===== config.mk =====
export PLATFORM = sky130hd
export DESIGN_NAME = result_writer
export DESIGN_NICKNAME = d
export VERILOG_FILES = /design/src/rtl/result_writer.sv
export SDC_FILE = /design/constraint.sdc
export NUM_CORES = 1
export LEC_CHECK = 0
export BUFFER_PORTS_ARGS = -buffer_cell sky130_fd_sc_hd__clkbuf_2
export CORE_MARGIN = 1
export CORE_UTILIZATION = 55
export CTS_CLUSTER_DIAMETER = 40
export DETAILED_ROUTE_END_ITERATION = 8
export GPL_TIMING_DRIVEN = 0
export PLACE_DENSITY_LB_ADDON = 0.15
export SYNTH_ARGS = -nofsm -noshare
export SYNTH_HDL_FRONTEND = slang
export SYNTH_SLANG_ARGS = --single-unit

===== constraint.sdc =====
create_clock -name clk_iCLK -period 5.7 [get_ports clk_iCLK]
set_input_delay 0 -clock clk_iCLK [delete_from_list [all_inputs] [get_ports clk_iCLK]]
set_output_delay 0 -clock clk_iCLK [all_outputs]
set_load 0.1 [all_outputs]

===== src/rtl/result_writer.sv =====
// ============================================================================
//  Module   : result_writer
//  Collects per-pixel results from a pool of engines over a shared bus,
//  buffers them, and streams {address, iteration} writes to the frame RAM.
//  Revision : 1.0 - initial release
// ============================================================================
`default_nettype none

module result_writer #(
  parameter int NUM_PROC   = 12,
  parameter int FIFO_DEPTH = 8,
  parameter int H_RES      = 640,
  parameter int V_RES      = 480
) (
  input  logic                          clk_iCLK,
  input  logic                          iRST_N,
  input  logic [NUM_PROC-1:0]           engine_req,
  output logic [NUM_PROC-1:0]           req_ack,
  input  logic [26:0]                   engine_word,
  input  logic                          wr_ready,
  output logic                          write_iWR_en,
  output logic [18:0]                   address_iADDR,
  output logic [7:0]                    writedata_iDATA,
  output logic                          frame_done,
  output logic                          coord_err,
  output logic [$clog2(FIFO_DEPTH):0]   fifo_level
);

  localparam int PTR_W = $clog2(FIFO_DEPTH);
  localparam int RR_W  = (NUM_PROC > 1) ? $clog2(NUM_PROC) : 1;
  localparam int ENT_W = 28;
  localparam logic [PTR_W:0] LVL_FULL = (PTR_W+1)'(FIFO_DEPTH);

  typedef enum logic [1:0] {
    IDLE    = 2'd0,
    ACK     = 2'd1,
    CAPTURE = 2'd2
  } state_t;

  state_t          state;
  logic [RR_W-1:0] rr_ptr;
  logic [RR_W-1:0] winner;
  logic [RR_W-1:0] cand;
  logic            found;

  // Round-robin search: first requester strictly after the last grant.
  always_comb begin
    found  = 1'b0;
    winner = rr_ptr;
    cand   = '0;
    for (int k = 1; k <= NUM_PROC; k++) begin
      cand = RR_W'((int'(rr_ptr) + k) % NUM_PROC);
      if (!found && engine_req[cand]) begin
        found  = 1'b1;
        winner = cand;
      end
    end
  end

  logic [9:0]  cap_x;
  logic [8:0]  cap_y;
  logic [7:0]  cap_iter;
  logic [18:0] cap_addr;
  logic        cap_in_range;
  logic        cap_last;
  logic        push;
  logic        pop;
  logic        load;

  assign cap_x        = engine_word[26:17];
  assign cap_y        = engine_word[16:8];
  assign cap_iter     = engine_word[7:0];
  assign cap_in_range = (int'(cap_x) < H_RES) && (int'(cap_y) < V_RES);
  assign cap_last     = (int'(cap_x) == H_RES - 1) && (int'(cap_y) == V_RES - 1);
  assign push         = (state == CAPTURE) && cap_in_range;

  generate
    if (H_RES == 640) begin : g_addr_shift
      assign cap_addr = 19'(cap_x) + (19'(cap_y) << 9) + (19'(cap_y) << 7);
    end else begin : g_addr_mul
      assign cap_addr = 19'(cap_x) + 19'(cap_y) * 19'(H_RES);
    end
  endgenerate

  always_ff @(posedge clk_iCLK) begin
    if (!iRST_N) begin
      state     <= IDLE;
      rr_ptr    <= RR_W'(NUM_PROC - 1);
      req_ack   <= '0;
      coord_err <= 1'b0;
    end else begin
      case (state)
        IDLE: begin
          req_ack <= '0;
          if (found && (fifo_level < LVL_FULL)) begin
            state   <= ACK;
            rr_ptr  <= winner;
            req_ack <= NUM_PROC'(1) << winner;
          end
        end
        ACK: begin
          req_ack <= '0;
          state   <= CAPTURE;
        end
        CAPTURE: begin
          state <= IDLE;
          if (!cap_in_range) begin
            coord_err <= 1'b1;
          end
        end
        default: begin
          state   <= IDLE;
          req_ack <= '0;
        end
      endcase
    end
  end

  logic [ENT_W-1:0] mem [FIFO_DEPTH];
  logic [PTR_W-1:0] wr_ptr;
  logic [PTR_W-1:0] rd_ptr;
  logic             out_last;

  // Output register refills whenever it is empty or being drained this cycle.
  assign load       = !write_iWR_en || wr_ready;
  assign pop        = load && (fifo_level != '0);
  assign frame_done = write_iWR_en && wr_ready && out_last;

  always_ff @(posedge clk_iCLK) begin
    if (iRST_N && push) begin
      mem[wr_ptr] <= {cap_last, cap_addr, cap_iter};
    end
  end

  always_ff @(posedge clk_iCLK) begin
    if (!iRST_N) begin
      wr_ptr          <= '0;
      rd_ptr          <= '0;
      fifo_level      <= '0;
      write_iWR_en    <= 1'b0;
      address_iADDR   <= '0;
      writedata_iDATA <= '0;
      out_last        <= 1'b0;
    end else begin
      if (push) begin
        wr_ptr <= wr_ptr + 1'b1;
      end
      if (pop) begin
        rd_ptr <= rd_ptr + 1'b1;
      end
      case ({push, pop})
        2'b10:   fifo_level <= fifo_level + 1'b1;
        2'b01:   fifo_level <= fifo_level - 1'b1;
        default: fifo_level <= fifo_level;
      endcase
      if (load) begin
        write_iWR_en <= (fifo_level != '0);
        if (pop) begin
          {out_last, address_iADDR, writedata_iDATA} <= mem[rd_ptr];
        end
      end
    end
  end

endmodule

`default_nettype wire


Word-level counts from Yosys, hierarchy flattened
Memory sizes are Yosys's and may differ from the RTL's. A register that Yosys moved wholly into a read port is not among the register bits. Index checks and enable logic that the tools add are counted.

Bits in writable memories: 224. Bits of input ports: 42. Memories: 1. Register bits after elaboration: 30. Word-level logic and storage cells: 157. Output and inout bits: 46.

Memory list: mem (depth 8, width 28, read ports 1, clocked after memory_dff 1, write ports 1, RTL line 119) `logic [ENT_W-1:0] mem [FIFO_DEPTH];`.

Reduce and logical (&&, ||, !) cells: 39. Muxes and demuxes: 55. Div/mod/pow operators: 12. $lt $le $gt $ge: 15. Shifts and indexed selects: 1. Bitwise logic cells: 1. Add/subtract/negate cells: 18. Equal/unequal tests: 7.

Operators with widths (count): 32-bit by 5-bit modulo with 32-bit output, second input constant (12); 4-bit by 5-bit < comparator with 1-bit output, second input constant (12); 1-bit binary-select mux with 4-bit select (12); 4-bit two-way mux (12); 1-bit two-way mux (26); 4-bit by 4-bit adder with 5-bit output, second input constant (5); 12-bit case mux with 2 select lines (1); 4-bit by 3-bit adder with 5-bit output, second input constant (4); 10-bit by 18-bit adder with 19-bit output (1); 19-bit by 16-bit adder with 19-bit output (1); 1-bit logical AND (19); 1-bit zero test (13); 12-bit two-way mux (1); 1-bit by 4-bit << shifter with 12-bit output, first input constant (1); 4-bit by 2-bit adder with 5-bit output, second input constant (2); 10-bit equality test, second input constant (1); 10-bit < comparator, second input constant (1); 9-bit by 7-bit equality test with 1-bit output, second input constant (1); 9-bit < comparator, second input constant (1); 4-bit case mux with 2 select lines (1); 3-bit by 1-bit adder with 3-bit output, second input constant (2); 2-bit AND reduction (3); 4-bit by 1-bit adder with 5-bit output, second input constant (1); 4-bit by 1-bit adder with 4-bit output, second input constant (1); 12 further kinds (14).

Logic depth before layout (Yosys ltp)
Word-level depth: 41. Depth in mapped cells: 20. Gate-level depth less buffers: 18.

Worst setup path before layout
No wires, ideal clock.

Path kind: register to register. From: register rr_ptr[1]. To: register req_ack[4]. Data required time: 5.581 ns. Slack: 0.839 ns. Setup time: 0.119 ns. Path buffers: 2. Period minus slack after synthesis: 4.861 ns. Arrival time: 4.742 ns. Stages on the path, launching flop included: 19. Cells stage by stage: dfxtp_1 -> buf_2 -> clkbuf_1 -> inv_1 -> ha_1 -> xor2_1 -> inv_1 -> ha_1 -> or3b_2 -> o22a_1 -> o2bb2ai_1 -> mux2i_1 -> mux2_2 -> and3_1 -> a21oi_1 -> a221o_1 -> a31o_1 -> or2_4 -> a32o_1.

Word-level cells in the longest chain between the ends: 41. Elaborated cells between the ends (all ways): 98. Those cells by class: 12 x add/sub; 12 x div; 1 x shift; 50 x mux; 23 x reduce/logical.

Ends and longest elaborated chain: start, declared (RTL line 41) `logic [RR_W-1:0] rr_ptr;`; start signal, assigned (RTL line 88) `rr_ptr <= RR_W'(NUM_PROC - 1);`; start signal, assigned (RTL line 97) `rr_ptr <= winner;`; 4-bit by 1-bit adder with 5-bit output (RTL line 52) `cand = RR_W'((int'(rr_ptr) + k) % NUM_PROC);`; 32-bit by 5-bit modulo with 32-bit output (RTL line 52); 1-bit binary-select mux with 4-bit select (RTL line 53) `if (!found && engine_req[cand]) begin`; 1-bit two-way mux (implied by the code) (RTL line 53); 1-bit two-way mux (RTL line 53); 1-bit zero test (RTL line 53); 1-bit logical AND (RTL line 53); 1-bit two-way mux (RTL line 53); [... 25 more ...]; 1-bit logical AND (RTL line 53); 1-bit two-way mux (RTL line 53); 1-bit zero test (RTL line 53); 1-bit logical AND (RTL line 53); 4-bit two-way mux or 1-bit two-way mux (tied branches) (RTL line 53); 1-bit by 4-bit << shifter with 12-bit output or 1-bit logical AND (tied branches) (RTL line 98, 95); 12-bit two-way mux (*) (RTL line 95) `if (found && (fifo_level < LVL_FULL)) begin`; 12-bit case mux with 2 select lines (*) (RTL line 92) `case (state)`; end signal, assigned (RTL line 98) `req_ack <= NUM_PROC'(1) << winner;`; end, declared (RTL line 18) `output logic [NUM_PROC-1:0] req_ack,`.

Every way passes the cells marked *; elsewhere a longest branch is shown, timed or not. The select of a mux whose other input is x is not followed. A chain may end at the register's enable or synchronous reset.

Final worst setup path
From: register rr_ptr[1]. To: register req_ack[7].

The elaborated chain is that of the path after synthesis.

==> results.cfg <==
[timing]
hold_violations = 0
worstMarginPinSlew_ns = 0.996
max_freq_ghz = 0.182
finClkSkew_ns = 0.0259
period_share = 0.964
drv_slew = 0
worst_slack_ns = 0.204
maxSlewHeadroom = 0.333
rsz0062_at_grt = false
period_needed_ns = 5.50
setup_viol = 0

[hold_path]
hp-class = input port to flip-flop
min_path_cells = 2

[synthesis]
synth_top_area_share = 0.482
synth.avg_cell_area_um2 = 14.1
ys_seq_elements = 282
ys_top_cells_by_area = edfxtp_1 (48%), mux4_2 (11%), dfxtp_1 (8.3%), ha_1 (4.7%), mux2i_1 (2.9%)
synth_nets = 1083
async_reset_ff_frac = 0
synth_top_cell_by_area = edfxtp_1
ys_types = 90
ys_seq_area_frac = 0.566
ys.flop_type = edfxtp_1
syn_inst = 986
netlist_area_um2 = 13900
yosysWarnings = 0
synth_edf_count = 224

[cts]
numCtsBuffers = 37
cts_tree = yes
post_cts_buffers = 0
clock_latency_ns = 0.53
path_clk_slew_ns = 0.06
cts_buffer_depth = 3
cts.sinks = 282
htreeDepth = 2
ctsRootBufferMaster = clkbuf_16

[setup_path]
crit_type = flip-flop to flip-flop
crit_cells = 18
end_kind = flip-flop
startpoint_type = flip-flop
critPathArrivalTime_ns = 5.90
crit_family = compound AO/OA/AOI/OAI gates
critPathSlowestCell = or3b_2
cp_slowest_stage_delay_ns = 0.50
path_cells = clkbuf_4, clkbuf_4, inv_1, ha_1, xor2_2, inv_1, ha_1, or3b_2, o22a_1, o2bb2ai_2, mux2i_2, mux2_2, and3_1, a21oi_1, a221o_1, a31o_1, or2_4, a32o_1
crit_buf_inv = 4
rr_worst_depth = 18
path_max_fanout = 10
required_ns = 6.10

[global_routing]
antenna_found_initial = 1
gr-total-overflow = 0
grt_first_pass_wirelength_um = 50100
grt_use_total = 0.253
grt_pass1_vias = 9023
grt_max_degree = 29

[pwr]
power_switching_mw = 3.99
combPwrFrac = 0.497
p_total_mw = 9.41
p_leak_nw = 5.87
ir_drop_v = 0.000378
clockPowerShare = 0.239
power.density_nw_per_um2 = 570
seqPwrFrac = 0.264
netSwitchingFraction = 0.424
p_int_mw = 5.42

[placement]
port_buffers = 87
place_inst = 1415
hpwl_um = 21600
place_ws_ns = -0.595
place_congestion = 0.936

[die]
start_util = 0.567
io_pins = 88
num_rows = 57
core_um2 = 24600
die_x_um = 161
die-area_um2 = 26000
die_h_um = 161

[final_layout]
drive_gt1_frac = 0.247
fillers = 1771
area_delta_synth_final_pct = 18.5
antenna_cells = 0
stdcell_count = 1507
nets = 1251

[route]
drcViolationCount = 0
drt_iter0_drc = 843
dr.pass1.iters = 5
vias_per_cell = 6.11
drt-total-wl_um = 32300
dr_total_vias = 9205
antenna_left = 0
routedWlPerCell_um = 21.5

[run]
drv_cap = 0

[status]
status = completed
-- synth_stat cells (5+ instances only) --
cell type,instances
edfxtp_1,224
nor2_1,70
mux4_2,68
dfxtp_1,58
ha_1,52
mux2i_1,40
a21oi_1,38
a211oi_1,37
nand2_1,37
inv_1,35
clkbuf_1,26
nand3_1,20
o21ai_0,20
xnor2_1,18
nor3_1,14
and2_1,12
nor2b_1,12
a21o_1,11
a32o_1,9
buf_1,9
nor3b_1,9
o21a_1,7
xor2_1,7
and3_1,6
o21bai_1,6
and3b_1,5
mux2_2,5
nand4_1,5
o211ai_1,5
o31ai_1,5
or2_2,5
-- worst reg2reg max path, delay by kind of cell, from the launching register on --
family	cells	cell delay, ns
adder cells (fa/ha/maj)	2	0.57
flip-flops	1	0.46
buffers and inverters	4	0.99
multiplexers	2	0.60
AO/OA/AOI/OAI	6	1.42
XOR/XNOR	1	0.33
AND/OR/NAND/NOR	3	1.01
-- what timing repair did --
item | in CTS | in global routing
gates resized for setup | 3 | 7
setup endpoints to repair | 15 | 14
hold endpoints to repair | 135 | 8
hold buffers | 18 | 6
-- path summary, 6_finish.rpt --
check,start,end,slack (ns)
setup reg to reg,rr_ptr[1],req_ack[7],0.20
hold reg to reg,state[1],state[1],0.43
setup / recovery,rr_ptr[1],req_ack[7],0.20
hold / removal,engine_word[24],mem[3][15],0.07
-- metrics by stage --
stage / hold WS (ns) / utilization / setup TNS [ns] / cell area (um2)
floorplan: 0.0718 / - / 0 / 13900
global route: 0.0710 / 0.671 / 0 / 16500
detailed placement: 0.282 / 0.610 / -6.46 / 15000
CTS: 0.0173 / 0.668 / 0 / 16400
global placement: 0.276 / 0.601 / -56.86 / 14800
finish: 0.0693 / 0.671 / 0 / 16500
-- metal layers --
layer	vias up	track usage	wire (um)
met5	-	0	0
met4	0	0.0772	688
met3	58	0.0388	2290
met2	336	0.416	15600
met1	4555	0.349	13800
li1	4256	-	-
-- final cells by class --
type,count,area (um2),share of cell area
buffer,42,200,0.0121
clock buffer,43,980,0.0593
clock inverter,25,246,0.0149
inverter,39,146,0.00886
multi-input combinational,623,5790,0.350
sequential,282,7890,0.478
tap,324,405,0.0245
timing repair buffer,129,868,0.0526
-- power by group through the flow --
stage                     Combinational [mW]  Sequential (mW)  Clock (mW)
after detailed placement                4.59             2.52           0
after global routing                    5.05             2.50        2.37
final                                   4.68             2.48        2.25
after global placement                  4.54             2.52           0
after CTS                               4.63             2.48        2.28
after floorplan                         3.02             3.11           0
-- cells in the final DEF (no fill, tap or decap), types with 7 or more instances in the layout --
master,count
edfxtp_1,224
clkbuf_2,87
nor2_1,69
mux4_2,68
dfxtp_1,57
ha_1,52
mux2i_1,39
a21oi_1,38
clkbuf_16,38
nand2_1,37
a211oi_1,36
inv_1,35
clkbuf_1,29
dlygate4sd3_1,24
nand3_1,20
o21ai_0,20
xnor2_1,18
nor3_1,13
nor2b_1,12
and2_1,12
buf_6,12
a21o_1,11
buf_1,9
a32o_1,9
o21a_1,7
-- flip-flops by register name (all words and copies together), names as in the netlist, 2 cells and up --
signal and cells:
mem 224, fifo_level 4, wr_ptr 3, state 2, writedata_iDATA 8, rr_ptr 4
req_ack 12, rd_ptr 3, address_iADDR 19
-- kinds of logic (layout without fill, tap and decap cells) --
logic type               after synthesis  in the layout  synth area share
flip-flops                           282            282             0.566
AND/OR/NAND/NOR                      226            226            0.0856
AO/OA/AOI/OAI                        199            199             0.106
multiplexers                         117            117             0.150
buffers and inverters                 81            278            0.0244
adder cells (fa/ha/maj)               55             55            0.0510
XOR/XNOR                              26             26            0.0169
No activity file was read; power rests on OpenSTA's default activity.
